$ cat config.mk
export PLATFORM = sky130hd
export DESIGN_NAME = fifo_vga_reader
export DESIGN_NICKNAME = d
export VERILOG_FILES = /design/src/rtl/fifo_vga_reader.sv
export SDC_FILE = /design/constraint.sdc
export NUM_CORES = 1
export LEC_CHECK = 0
export ABC_AREA = 1
export BUFFER_PORTS_ARGS = -buffer_cell sky130_fd_sc_hd__buf_2
export CORE_UTILIZATION = 40
export DETAILED_ROUTE_END_ITERATION = 10
export PLACE_DENSITY = 0.66
export SLEW_MARGIN = 20
export SYNTH_ARGS = -nofsm -noshare
export SYNTH_HDL_FRONTEND = slang
export SYNTH_SLANG_ARGS = --single-unit
$ cat constraint.sdc
create_clock -name clk -period 2.5 [get_ports clk]
set_input_delay 0.125 -clock clk [delete_from_list [all_inputs] [get_ports clk]]
set_output_delay 0.125 -clock clk [all_outputs]
set_load 0.05 [all_outputs]
$ cat src/rtl/fifo_vga_reader.sv
`default_nettype none
// ============================================================================
// Module      : fifo_vga_reader
// Description : VGA raster generator that drains a show-ahead pixel FIFO, one
//               word per visible pixel, blanking and resyncing on underflow.
//               Optional build macro UNDERFLOW_CNT_EN adds a saturating
//               16-bit underflow_count_out port.
// Revision    : 1.0 - initial release
// ============================================================================
module fifo_vga_reader #(
    parameter int DATA_WIDTH = 8,
    parameter int H_ACTIVE   = 640,
    parameter int H_FP       = 16,
    parameter int H_SYNC     = 96,
    parameter int H_BP       = 48,
    parameter int V_ACTIVE   = 480,
    parameter int V_FP       = 10,
    parameter int V_SYNC     = 2,
    parameter int V_BP       = 33,
    parameter int CNT_WIDTH  = 10
) (
    input  logic                  clk,
    input  logic                  reset_n,
    input  logic                  enable_in,
    input  logic [DATA_WIDTH-1:0] fifo_data_in,
    input  logic                  fifo_empty_in,
    output logic                  fifo_rd_ack_out,
    output logic [DATA_WIDTH-1:0] pixel_out,
    output logic                  hsync_out,
    output logic                  vsync_out,
    output logic                  active_out,
    output logic                  frame_start_out,
    output logic                  underflow_out
`ifdef UNDERFLOW_CNT_EN
    ,
    output logic [15:0]           underflow_count_out
`endif
);

    localparam int c_H_TOTAL = H_ACTIVE + H_FP + H_SYNC + H_BP;
    localparam int c_V_TOTAL = V_ACTIVE + V_FP + V_SYNC + V_BP;

    localparam logic [CNT_WIDTH-1:0] c_H_MAX    = CNT_WIDTH'(c_H_TOTAL - 1);
    localparam logic [CNT_WIDTH-1:0] c_V_MAX    = CNT_WIDTH'(c_V_TOTAL - 1);
    localparam logic [CNT_WIDTH-1:0] c_H_ACT    = CNT_WIDTH'(H_ACTIVE);
    localparam logic [CNT_WIDTH-1:0] c_V_ACT    = CNT_WIDTH'(V_ACTIVE);
    localparam logic [CNT_WIDTH-1:0] c_HS_BEGIN = CNT_WIDTH'(H_ACTIVE + H_FP);
    localparam logic [CNT_WIDTH-1:0] c_HS_END   = CNT_WIDTH'(H_ACTIVE + H_FP + H_SYNC);
    localparam logic [CNT_WIDTH-1:0] c_VS_BEGIN = CNT_WIDTH'(V_ACTIVE + V_FP);
    localparam logic [CNT_WIDTH-1:0] c_VS_END   = CNT_WIDTH'(V_ACTIVE + V_FP + V_SYNC);

    localparam logic [1:0] c_IDLE      = 2'd0;
    localparam logic [1:0] c_SYNC_WAIT = 2'd1;
    localparam logic [1:0] c_RUN       = 2'd2;

    logic [1:0]           r_state;
    logic [1:0]           w_next_state;
    logic [CNT_WIDTH-1:0] r_h_cnt;
    logic [CNT_WIDTH-1:0] r_v_cnt;
    logic                 w_vis;
    logic                 w_hs;
    logic                 w_vs;
    logic                 w_origin;
    logic                 w_in_run;
    logic                 w_pop;
    logic                 w_underflow;

    assign w_vis    = (r_h_cnt < c_H_ACT) && (r_v_cnt < c_V_ACT);
    assign w_hs     = (r_h_cnt >= c_HS_BEGIN) && (r_h_cnt < c_HS_END);
    assign w_vs     = (r_v_cnt >= c_VS_BEGIN) && (r_v_cnt < c_VS_END);
    assign w_origin = (r_h_cnt == '0) && (r_v_cnt == '0);

    always_ff @(posedge clk or negedge reset_n) begin
        if (!reset_n) begin
            r_state <= c_IDLE;
        end else begin
            r_state <= w_next_state;
        end
    end

    always_comb begin
        w_next_state = r_state;
        if (!enable_in) begin
            w_next_state = c_IDLE;
        end else begin
            case (r_state)
                c_IDLE:      w_next_state = c_SYNC_WAIT;
                c_SYNC_WAIT: if (w_origin && !fifo_empty_in) w_next_state = c_RUN;
                c_RUN:       if (w_underflow) w_next_state = c_SYNC_WAIT;
                default:     w_next_state = c_IDLE;
            endcase
        end
    end

    // The cycle that leaves SYNC_WAIT for RUN already pops the first pixel.
    always_comb begin
        w_in_run    = enable_in && ((r_state == c_RUN) ||
                      ((r_state == c_SYNC_WAIT) && w_origin && !fifo_empty_in));
        w_pop       = w_in_run && w_vis && !fifo_empty_in;
        w_underflow = enable_in && (r_state == c_RUN) && w_vis && fifo_empty_in;
    end

    assign fifo_rd_ack_out = w_pop;

    always_ff @(posedge clk or negedge reset_n) begin
        if (!reset_n) begin
            r_h_cnt <= '0;
            r_v_cnt <= '0;
        end else if (!enable_in || (r_state == c_IDLE)) begin
            r_h_cnt <= '0;
            r_v_cnt <= '0;
        end else if (r_h_cnt == c_H_MAX) begin
            r_h_cnt <= '0;
            r_v_cnt <= (r_v_cnt == c_V_MAX) ? '0 : r_v_cnt + 1'b1;
        end else begin
            r_h_cnt <= r_h_cnt + 1'b1;
        end
    end

    always_ff @(posedge clk or negedge reset_n) begin
        if (!reset_n) begin
            pixel_out       <= '0;
            hsync_out       <= 1'b1;
            vsync_out       <= 1'b1;
            active_out      <= 1'b0;
            frame_start_out <= 1'b0;
            underflow_out   <= 1'b0;
        end else if (!enable_in || (r_state == c_IDLE)) begin
            pixel_out       <= '0;
            hsync_out       <= 1'b1;
            vsync_out       <= 1'b1;
            active_out      <= 1'b0;
            frame_start_out <= 1'b0;
            underflow_out   <= 1'b0;
        end else begin
            pixel_out       <= w_pop ? fifo_data_in : '0;
            hsync_out       <= ~w_hs;
            vsync_out       <= ~w_vs;
            active_out      <= w_pop;
            frame_start_out <= w_pop && w_origin;
            underflow_out   <= w_underflow;
        end
    end

`ifdef UNDERFLOW_CNT_EN
    // Only the hard reset clears the count so it survives enable cycling.
    always_ff @(posedge clk or negedge reset_n) begin
        if (!reset_n) begin
            underflow_count_out <= '0;
        end else if (w_underflow && (underflow_count_out != 16'hFFFF)) begin
            underflow_count_out <= underflow_count_out + 16'd1;
        end
    end
`endif

endmodule
`default_nettype wire

==> out/metrics.cfg <==
[floorplanning]
ioPinCount = 26
start_util_pct = 43.12
die_area_um2 = 4738
num_rows = 23
die_x_um = 68.84
core_area_um2 = 4144
die_h_um = 68.84

[synthesis]
synth-adder-area-share_pct = 2.801
synth-async-reset-ratio_pct = 100.0
synth-edff-count = 0
synth_fp_nets = 234
synth_top_family_by_area = simple AND/OR/NAND/NOR gates
synthSimpleGateAreaFrac_pct = 26.75
syn_inst = 218
syn_area_per_cell_um2 = 8.196
synth_mux_area_share_pct = 0
yosys_most_used_dff = dfrtp_1
synth_compound_area_share_pct = 9.034
synthXorXnorAreaFrac_pct = 1.471
yosys_warnings = 0
ys_ff_latch = 35
synth_area_um2 = 1787
synth_cell_types = 29
seq_area_frac_synth_pct = 49.16

[cells_and_area]
syn2layout_area_growth_pct = 17.37
final_common_cell = inv_1
layout_common_cells = inv_1, nand2_1, dfrtp_1
antennaDiodeCount = 0
drive_gt1_share_pct = 20.88
stdcell_count = 299
nFillCells = 403
layout.nets = 264

[worst_setup_path]
crit_cells = 11
max_stage_delay_ns = 0.40
startpoint = r_v_cnt[0]$_DFFE_PN0P_
critPathLaunchType = flip-flop
critical_path_class = flip-flop to primary output
cpMaxStageDelayCell = dfrtp_1
crit_fanout = 10
r2r_setup_slack_ns = 0.76
r2r-start = r_h_cnt[0]$_DFF_PN0_
reg2reg_to = r_h_cnt[3]$_DFF_PN0_
crit_required_ns = 2.38
timing.critical_path.buf_inv = 3
end_kind = primary output
cp_top_family = simple AND/OR/NAND/NOR gates
critPathArrivalTime_ns = 1.93
critPathCapture = fifo_rd_ack_out
critical_path.cell_chain = inv_1 -> ha_1 -> nand2_1 -> nor2_1 -> nand2_1 -> nor2_1 -> nand4_1 -> nand2_2 -> nand2_4 -> inv_1 -> buf_2
r2r_cells = 8

[global_route]
grt_pass1_wl_um = 6141
antenna_found_initial = 0
track_usage_pct = 18.19
grt_max_degree = 36
overflow = 0
first_global_vias = 1398

[sta]
final_hold_viol_count = 0
timing.final.ws_setup_ns = 0.4464
tns_ns = 0
finClkSkew_ns = 0.002637
worst_pin_slew_ns = 0.7541
drv_slew = 0
setup_viol = 0
fmax_mhz = 486.9
finalCriticalPeriod_ns = 2.054
relSlewSlack_pct = 49.73
rsz0062_at_grt = false
hold_slack_ns = 0.02777
finalCritPeriodShare_pct = 82.15

[route]
ant_nets = 0
vias = 1473
avgViaCountPerCell = 4.926
drcViolationCount = 0
finalWirelength_um = 3458
drt_iter0_drc = 151
wl_met2_um = 1522
wl_per_cell_um = 11.57
wl_met3_um = 141
first_pass_iters = 5
top_layer = met4
wl_met1_um = 1712

[cts]
tritoncts = built
clock_sinks = 35
cts_resized = 0
h-tree-depth = 2
cts_buffers = 5
clock_latency_ns = 0.29
cts.path.max_buffers = 2
cts_root_buffer = clkbuf_8
clkSlewWorstSetupHoldPaths_ns = 0.07

[power_and_ir_drop]
p_leak_nw = 1.127
powerDensity_nw_per_um2 = 633.4
vdd_drop_max_mv = 0.3364

[placed_design]
port_buffers = 25
gp_congestion = 0.8054
hpwl_um = 2574
placed_cells = 290
place_ws_ns = 0.7608

[worst_hold_path]
hp-class = input port to flip-flop

[job]
cap_violations = 0

[outcome]
outcome = completed

repair_timing:
item	4_1_cts	5_1_grt
setup buffers	0	0
hold buffers	1	0
hold endpoints to repair	33	0
synthesized netlist by cell type (all sizes together) (2+ instances only):
master / instances / area share (%)
buf: 3 / 1.3
dfrtp: 33 / 46
nand3: 12 / 3.6
a31oi: 2 / 0.70
ha: 4 / 2.8
dfstp: 2 / 2.9
nand2: 39 / 8.9
nor2: 28 / 6.6
inv: 45 / 9.5
o21ai: 16 / 4.5
xor2: 3 / 1.5
nor3: 7 / 2.6
nand4: 11 / 4.2
a21oi: 9 / 2.9
how the worst min path moves through the flow:
stage / start / to / slack (ns) / cells after the start
6_report: fifo_data_in[0] / pixel_out[0]$_DFF_PN0_ / 0.03 / 3
5_1_grt: fifo_data_in[6] / pixel_out[6]$_DFF_PN0_ / 0.02 / 3
4_1_cts: fifo_data_in[4] / pixel_out[4]$_DFF_PN0_ / 0.02 / 3
3_5_place_dp: reset_n / r_h_cnt[6]$_DFF_PN0_ / 0.25 / 1
3_3_place_gp: reset_n / r_h_cnt[8]$_DFF_PN0_ / 0.25 / 1
2_1_floorplan: reset_n / active_out$_DFF_PN0_ / -0.17 / 0
cell type report:
cell class                      count  area [um2]  share of cell area [%]
Sequential cell                    35       878.3                   41.89
Timing Repair Buffer               26       135.1                   6.444
Clock inverter                      3       67.56                   3.222
Multi-Input combinational cell    135       715.7                   34.13
Clock buffer                        5       68.82                   3.282
Tap cell                           50       62.56                   2.983
Inverter                           45       168.9                   8.055
per-stage QoR:
step | power [mW] | utilization (%) | instance area [um2]
final | 1.328 | 50.60 | 2097
after global routing | 1.389 | 50.60 | 2097
after CTS | 1.343 | 50.60 | 2097
after detailed placement | 0.7275 | 47.07 | 1951
after global placement | 0.7254 | 47.07 | 1951
after floorplan | 0.6929 | - | 1787
sequential cells by signal, indices dropped and copies added (netlist names):
signal,count
r_h_cnt,10
r_v_cnt,10
pixel_out,8
r_state,2
active_out,1
frame_start_out,1
hsync_out,1
underflow_out,1
vsync_out,1
tightest hold or removal path, stage by stage:
cell	delay [ns]
buf_2	0.09
inv_1	0.04
nor2_1	0.03
routing by layer:
layer / vias to the layer above / GRT usage, %
li1: 751 / -
met1: 679 / 23.24
met2: 36 / 28.55
met3: 7 / 5.428
met4: 0 / 7.653
met5: - / 0
report_power, final:
part | switching, mW | internal, mW | leakage [nW]
Sequential | 0.00761 | 0.580 | 0.478
Clock | 0.215 | 0.398 | 0.0644
Combinational | 0.0949 | 0.0334 | 0.585
cell families after synthesis:
family | Yosys count
AO/OA/AOI/OAI | 29
XOR/XNOR | 3
adder cells (fa/ha/maj) | 4
buffers and inverters | 48
flip-flops | 35
AND/OR/NAND/NOR | 99
No activity file was read; power rests on OpenSTA's default activity.
